<file path="config.mk">
export PLATFORM = sky130hd
export DESIGN_NAME = segment_scan_controller
export DESIGN_NICKNAME = d
export VERILOG_FILES = /design/src/rtl/segment_scan_pkg.sv /design/src/rtl/segment_scan_rr_pick.sv /design/src/rtl/segment_scan_controller.sv
export SDC_FILE = /design/constraint.sdc
export NUM_CORES = 1
export LEC_CHECK = 0
export BUFFER_PORTS_ARGS = -buffer_cell sky130_fd_sc_hd__buf_4
export CAP_MARGIN = 40
export CORE_UTILIZATION = 50
export CTS_CLUSTER_DIAMETER = 200
export DETAILED_ROUTE_END_ITERATION = 8
export PLACE_DENSITY = 0.77
export SYNTH_ARGS = -nofsm -noshare
export SYNTH_HDL_FRONTEND = slang
export SYNTH_SLANG_ARGS = --single-unit
</file>
<file path="constraint.sdc">
create_clock -name clk -period 5.95 [get_ports clk]
set_clock_uncertainty 0.05 [all_clocks]
set_input_delay 0.2975 -clock clk [delete_from_list [all_inputs] [get_ports clk]]
set_output_delay 0.2975 -clock clk [all_outputs]
set_load 0.02 [all_outputs]
</file>
<file path="src/rtl/segment_scan_pkg.sv">
// Shared types and helpers for the segment bus scan scheduler.
// Optional feature macro used by the controller: SEGMENT_SCAN_BRIGHTNESS_EN.
package segment_scan_pkg;

  typedef enum logic [1:0] {
    IDLE  = 2'd0,
    BLANK = 2'd1,
    DRIVE = 2'd2
  } state_e;

  localparam int DIGITS = 4;

  typedef struct packed {
    logic       valid;
    logic [1:0] idx;
  } rr_pick_t;

  // Walk offsets high to low so the nearest enabled digit after cur_idx wins;
  // offset +4 wraps back to cur_idx itself.
  function automatic rr_pick_t rr_next(input logic [1:0] cur_idx,
                                       input logic [DIGITS-1:0] mask);
    rr_pick_t   r;
    logic [1:0] cand;
    r.valid = |mask;
    r.idx   = cur_idx;
    for (int k = DIGITS; k >= 1; k--) begin
      cand = cur_idx + 2'(k);
      if (mask[cand]) r.idx = cand;
    end
    return r;
  endfunction

  function automatic logic [7:0] apply_pol(input logic [7:0] value,
                                           input logic       active_low);
    return active_low ? ~value : value;
  endfunction

endpackage

</file>
<file path="src/rtl/segment_scan_rr_pick.sv">
// Combinational round-robin selector: next enabled index after cur_idx_i.
module segment_scan_rr_pick
  import segment_scan_pkg::*;
(
  input  logic [1:0]        cur_idx_i,
  input  logic [DIGITS-1:0] mask_i,
  output logic              valid_o,
  output logic [1:0]        idx_o
);

  rr_pick_t pick;

  always_comb begin
    pick    = rr_next(cur_idx_i, mask_i);
    valid_o = pick.valid;
    idx_o   = pick.idx;
  end

endmodule

</file>
<file path="src/rtl/segment_scan_controller.sv">
// Time-multiplexed 4-digit segment bus scheduler with inter-slot blanking.
// Optional macro SEGMENT_SCAN_BRIGHTNESS_EN adds a 4-bit per-slot duty control input.
module segment_scan_controller
  import segment_scan_pkg::*;
#(
  parameter int SLOT_CYCLES    = 1000,
  parameter int BLANK_CYCLES   = 16,
  parameter bit SEG_ACTIVE_LOW = 1'b1,
  parameter bit DIG_ACTIVE_LOW = 1'b1
) (
  input  logic       clk,
  input  logic       sync_reset,
  input  logic [7:0] display0,
  input  logic [7:0] display1,
  input  logic [7:0] display2,
  input  logic [7:0] display3,
  input  logic [3:0] digit_mask,
`ifdef SEGMENT_SCAN_BRIGHTNESS_EN
  input  logic [3:0] brightness,
`endif
  output logic [7:0] seg,
  output logic [3:0] digit_en,
  output logic       frame_start
);

  localparam int CNT_MAX = (SLOT_CYCLES > BLANK_CYCLES) ? SLOT_CYCLES : BLANK_CYCLES;
  localparam int CW      = $clog2(CNT_MAX + 1);
  localparam logic [CW-1:0] SLOT_LAST  = CW'(SLOT_CYCLES - 1);
  localparam logic [CW-1:0] BLANK_LAST = CW'(BLANK_CYCLES - 1);
  localparam logic [7:0]    SEG_OFF    = {8{SEG_ACTIVE_LOW}};
  localparam logic [3:0]    DEN_OFF    = {4{DIG_ACTIVE_LOW}};

  state_e        state_q, state_d;
  logic [CW-1:0] cnt_q, cnt_d;
  logic [1:0]    idx_q, idx_d;
  logic [7:0]    snap_q, snap_d;
  logic [7:0]    seg_q, seg_d;
  logic [3:0]    den_q, den_d;
  logic          fs_q, fs_d;

  logic          pick_vld;
  logic [1:0]    pick_idx;
  logic [7:0]    disp [DIGITS];
  logic          seg_lit;
  logic [7:0]    seg_log;
  logic [3:0]    den_log;
  logic [7:0]    den_pol;

`ifdef SEGMENT_SCAN_BRIGHTNESS_EN
  logic [CW-1:0] thr_q, thr_d;

  // Lit portion of a slot; never below one cycle.
  function automatic logic [CW-1:0] lit_threshold(input logic [3:0] b);
    int t;
    t = ((int'(b) + 1) * SLOT_CYCLES) >>> 4;
    if (t < 1) t = 1;
    return CW'(t);
  endfunction
`endif

  assign disp[0] = display0;
  assign disp[1] = display1;
  assign disp[2] = display2;
  assign disp[3] = display3;

  segment_scan_rr_pick u_rr_pick (
    .cur_idx_i (idx_q),
    .mask_i    (digit_mask),
    .valid_o   (pick_vld),
    .idx_o     (pick_idx)
  );

  always_comb begin
    state_d = state_q;
    cnt_d   = cnt_q;
    idx_d   = idx_q;
    snap_d  = snap_q;
`ifdef SEGMENT_SCAN_BRIGHTNESS_EN
    thr_d   = thr_q;
`endif
    unique case (state_q)
      BLANK: begin
        if (cnt_q == BLANK_LAST) begin
          cnt_d = '0;
          if (pick_vld) begin
            state_d = DRIVE;
            idx_d   = pick_idx;
            snap_d  = disp[pick_idx];
`ifdef SEGMENT_SCAN_BRIGHTNESS_EN
            thr_d   = lit_threshold(brightness);
`endif
          end else begin
            state_d = IDLE;
          end
        end else begin
          cnt_d = cnt_q + 1'b1;
        end
      end
      DRIVE: begin
        if (cnt_q == SLOT_LAST) begin
          state_d = BLANK;
          cnt_d   = '0;
        end else begin
          cnt_d = cnt_q + 1'b1;
        end
      end
      IDLE: begin
        if (|digit_mask) begin
          state_d = BLANK;
          cnt_d   = '0;
        end
      end
      default: begin
        state_d = BLANK;
        cnt_d   = '0;
      end
    endcase

    // Outputs are derived from the next state so the registered pins line up with the state register.
    seg_lit = (state_d == DRIVE);
`ifdef SEGMENT_SCAN_BRIGHTNESS_EN
    seg_lit = seg_lit && (cnt_d < thr_d);
`endif
    seg_log = seg_lit ? snap_d : 8'h00;
    den_log = (state_d == DRIVE) ? (4'b0001 << idx_d) : 4'b0000;
    seg_d   = apply_pol(seg_log, SEG_ACTIVE_LOW);
    den_pol = apply_pol({4'b0000, den_log}, DIG_ACTIVE_LOW);
    den_d   = den_pol[3:0];
    fs_d    = (state_d == DRIVE) && (state_q != DRIVE) && (idx_d == 2'd0);
  end

  always_ff @(posedge clk) begin
    if (sync_reset) begin
      state_q <= BLANK;
      cnt_q   <= '0;
      idx_q   <= 2'd3;
      seg_q   <= SEG_OFF;
      den_q   <= DEN_OFF;
      fs_q    <= 1'b0;
    end else begin
      state_q <= state_d;
      cnt_q   <= cnt_d;
      idx_q   <= idx_d;
      seg_q   <= seg_d;
      den_q   <= den_d;
      fs_q    <= fs_d;
    end
  end

  always_ff @(posedge clk) begin
    snap_q <= snap_d;
`ifdef SEGMENT_SCAN_BRIGHTNESS_EN
    thr_q  <= thr_d;
`endif
  end

  assign seg         = seg_q;
  assign digit_en    = den_q;
  assign frame_start = fs_q;

endmodule
</file>
==> out/qor.txt <==
status: finished clean
Setup Viol. Count Final: 0
min Tclk post-route: 3.14 ns
Pleak: 0.934 nW
DR pass1 iterations: 4
area leader, netlist: dfxtp_1
Max Fclk: 0.319 GHz
Seq cells post-synth: 35
Worst-path clk slew: 0.07 ns
die height: 63.2 um
Cell Pwr Density: 212 mW/mm2
synth-to-layout area growth: 26.8%
Final Cycle Share: 0.527
slack of the critical path: 2.81 ns
CP Launch Type: flop
Clk Latency, worst-skew pair: 0.29 ns
initial antenna violation count: 0
cells on worst reg2reg path: 6
Final Slew Violations: 0
Cell variety after synth: 50
worst hold path class: in -> reg
share of layout cells above drive strength 1: 0.294
mapped cell area: 0.00187 mm2
FF+latch area: 701 um2
row count: 21
Setup crit end kind: flop
WP data required: 6.07 ns
placed insts: 286
H-tree Lvls: 2
syn nets: 240
DRC errors left: 0
first-pass GRT wire length: 7.12 mm
starting density of the core: 0.540
most frequent cell after synthesis: dfxtp_1
gr ovfl total: 0
Routed WL: 4.25 mm
Hold Path Cell Cnt: 2
Via Count: 1648
largest net degree at the start of global routing: 16
Fin. Hold Viols: 0
Vias/cell: 5.61
slew margin rel.: 0.430
EDFF count, synth: 0
post-cts sizing count: 0
First DRT Iteration DRCs: 66
Max rail drop VDD: 165 uV
Post-Place Worst Slack: 2.85 ns
Crit path largest cell delay: 0.76 ns
number of buffers added on ports: 50
Synth Instances: 197
HPWL Detailed: 3.27 mm
synth warn: 0
CTS tree: built
CTS sink cnt: 35
Tot Pwr: 504 uW
GPL Wtd Cong: 0.813
fillers: 303
crit-path cells: ha_1 > or4b_4 > or4b_1 > a21oi_2 > a21oi_1 > or3_1
CTS Hold Bufs: 0
synth cell count leaders: 35 x dfxtp_1, 21 x nor2_1, 12 x nand3_1
DIE AREA: 0.00399 mm2
TritonCTS Buffers: 5
Crit Path Class: reg -> reg
fin cells: 294
WP data arrival: 3.26 ns
wire per inst: 14.4 um
I/O pin cnt: 51
CTS max path bufs: 2
max cap viols: 0
Die X: 63.2 um
Seq/Total Area, Yosys: 0.374
ANT nets after route: 0
CP max stage cell: or4b_1
syn avg cell area: 9.51 um2
Setup Fix Bufs, Post-CTS: 0
worst-path fanout max: 15
largest cells by area after synthesis: dfxtp_1 37%, nor2_1 4.2%, mux2i_1 3.7%
Multi-input gate area: 0.00110 mm2
RSZ-0062 raised after global routing: false
Core ar.: 0.00347 mm2
fin nets: 290
via count of the first global-routing pass: 1554
dominant synthesized flop cell: dfxtp_1
Global Route Usage Sum: 0.228
ant diodes: 0
Final TNS setup: 0 ns
ys async rst share: 0
Tightest Pin Transition: 0.833 ns
Yosys top cell area share: 0.374
Root Driver: clkbuf_8
[cell type report]
type,instances,area share
tap,46,0.0242
multi-input combinational,149,0.464
clock inverter,2,0.0148
inverter,6,0.00948
timing repair buffer,50,0.158
sequential,35,0.295
clock buffer,6,0.0348
[critical path: cells and delay by family (launching register included)]
| kind | cells | cell delay, ns |
|---|---|---|
| and+or+nand+nor | 3 | 1.66 |
| DFF | 1 | 0.37 |
| adders and majority gates | 1 | 0.20 |
| AOI/OAI and AO/OA | 2 | 0.75 |
[sequential cells by signal, indices dropped and copies added (netlist names)]
signal       flops
seg              8
digit_en         4
state_q          2
cnt_q           10
snap_q           8
idx_q            2
frame_start      1
[cell usage in the layout, fill, tap and decap left out, types with 5 or more instances in the layout]
cell        n
buf_4      50
a211oi_1    7
nor2_1     21
clkbuf_8    6
nand2_1     8
ha_1        5
a2111o_1    6
a2111oi_0   6
a21boi_0    7
xnor2_1     5
nand3_1    12
inv_1       6
dfxtp_1    35
mux2i_1     7
[routing by layer]
metal | vias to the layer above | global-route usage | routed length (um)
met5 | - | 0 | 0
met4 | 0 | 0.0682 | 48
met3 | 5 | 0.0580 | 246
met2 | 44 | 0.384 | 2030
met1 | 752 | 0.283 | 1920
li1 | 847 | - | -
[path summary, 6_finish.rpt]
| kind | startpoint | endpoint | slack [ns] |
|---|---|---|---|
| setup / recovery | cnt_q[0]$_SDFFE_PP0P_ | digit_en[3]$_SDFF_PP1_ | 2.81 |
| hold / removal | sync_reset | idx_q[0]$_SDFF_PP1_ | 0.18 |
| setup reg to reg | cnt_q[0]$_SDFFE_PP0P_ | digit_en[3]$_SDFF_PP1_ | 2.81 |
| hold reg to reg | snap_q[6]$_DFF_P_ | snap_q[6]$_DFF_P_ | 0.41 |
[per-stage QoR]
stage / utilization / hold slack, ns / area, um2
global route: 0.685 / 0.176 / 2370
floorplan: - / 0.349 / 1870
CTS: 0.685 / 0.176 / 2370
global placement: 0.651 / 0.395 / 2260
finish: 0.685 / 0.182 / 2370
detailed placement: 0.651 / 0.393 / 2260
[logic make-up after synthesis]
family | count (synthesis) | synth area share
compound gates | 58 | 0.244
xor+xnor | 9 | 0.0421
fa+ha+maj | 5 | 0.0334
buf+inv | 13 | 0.0381
flops | 35 | 0.374
mux | 7 | 0.0374
simple gates | 70 | 0.230
[power breakdown]
part	internal [mW]	switching [mW]	total [mW]
logic	0.0264	0.0212	0.0476
registers	0.236	0.00194	0.238
clock network	0.135	0.0826	0.218
Note: power is estimated with default switching activity, not from simulation.
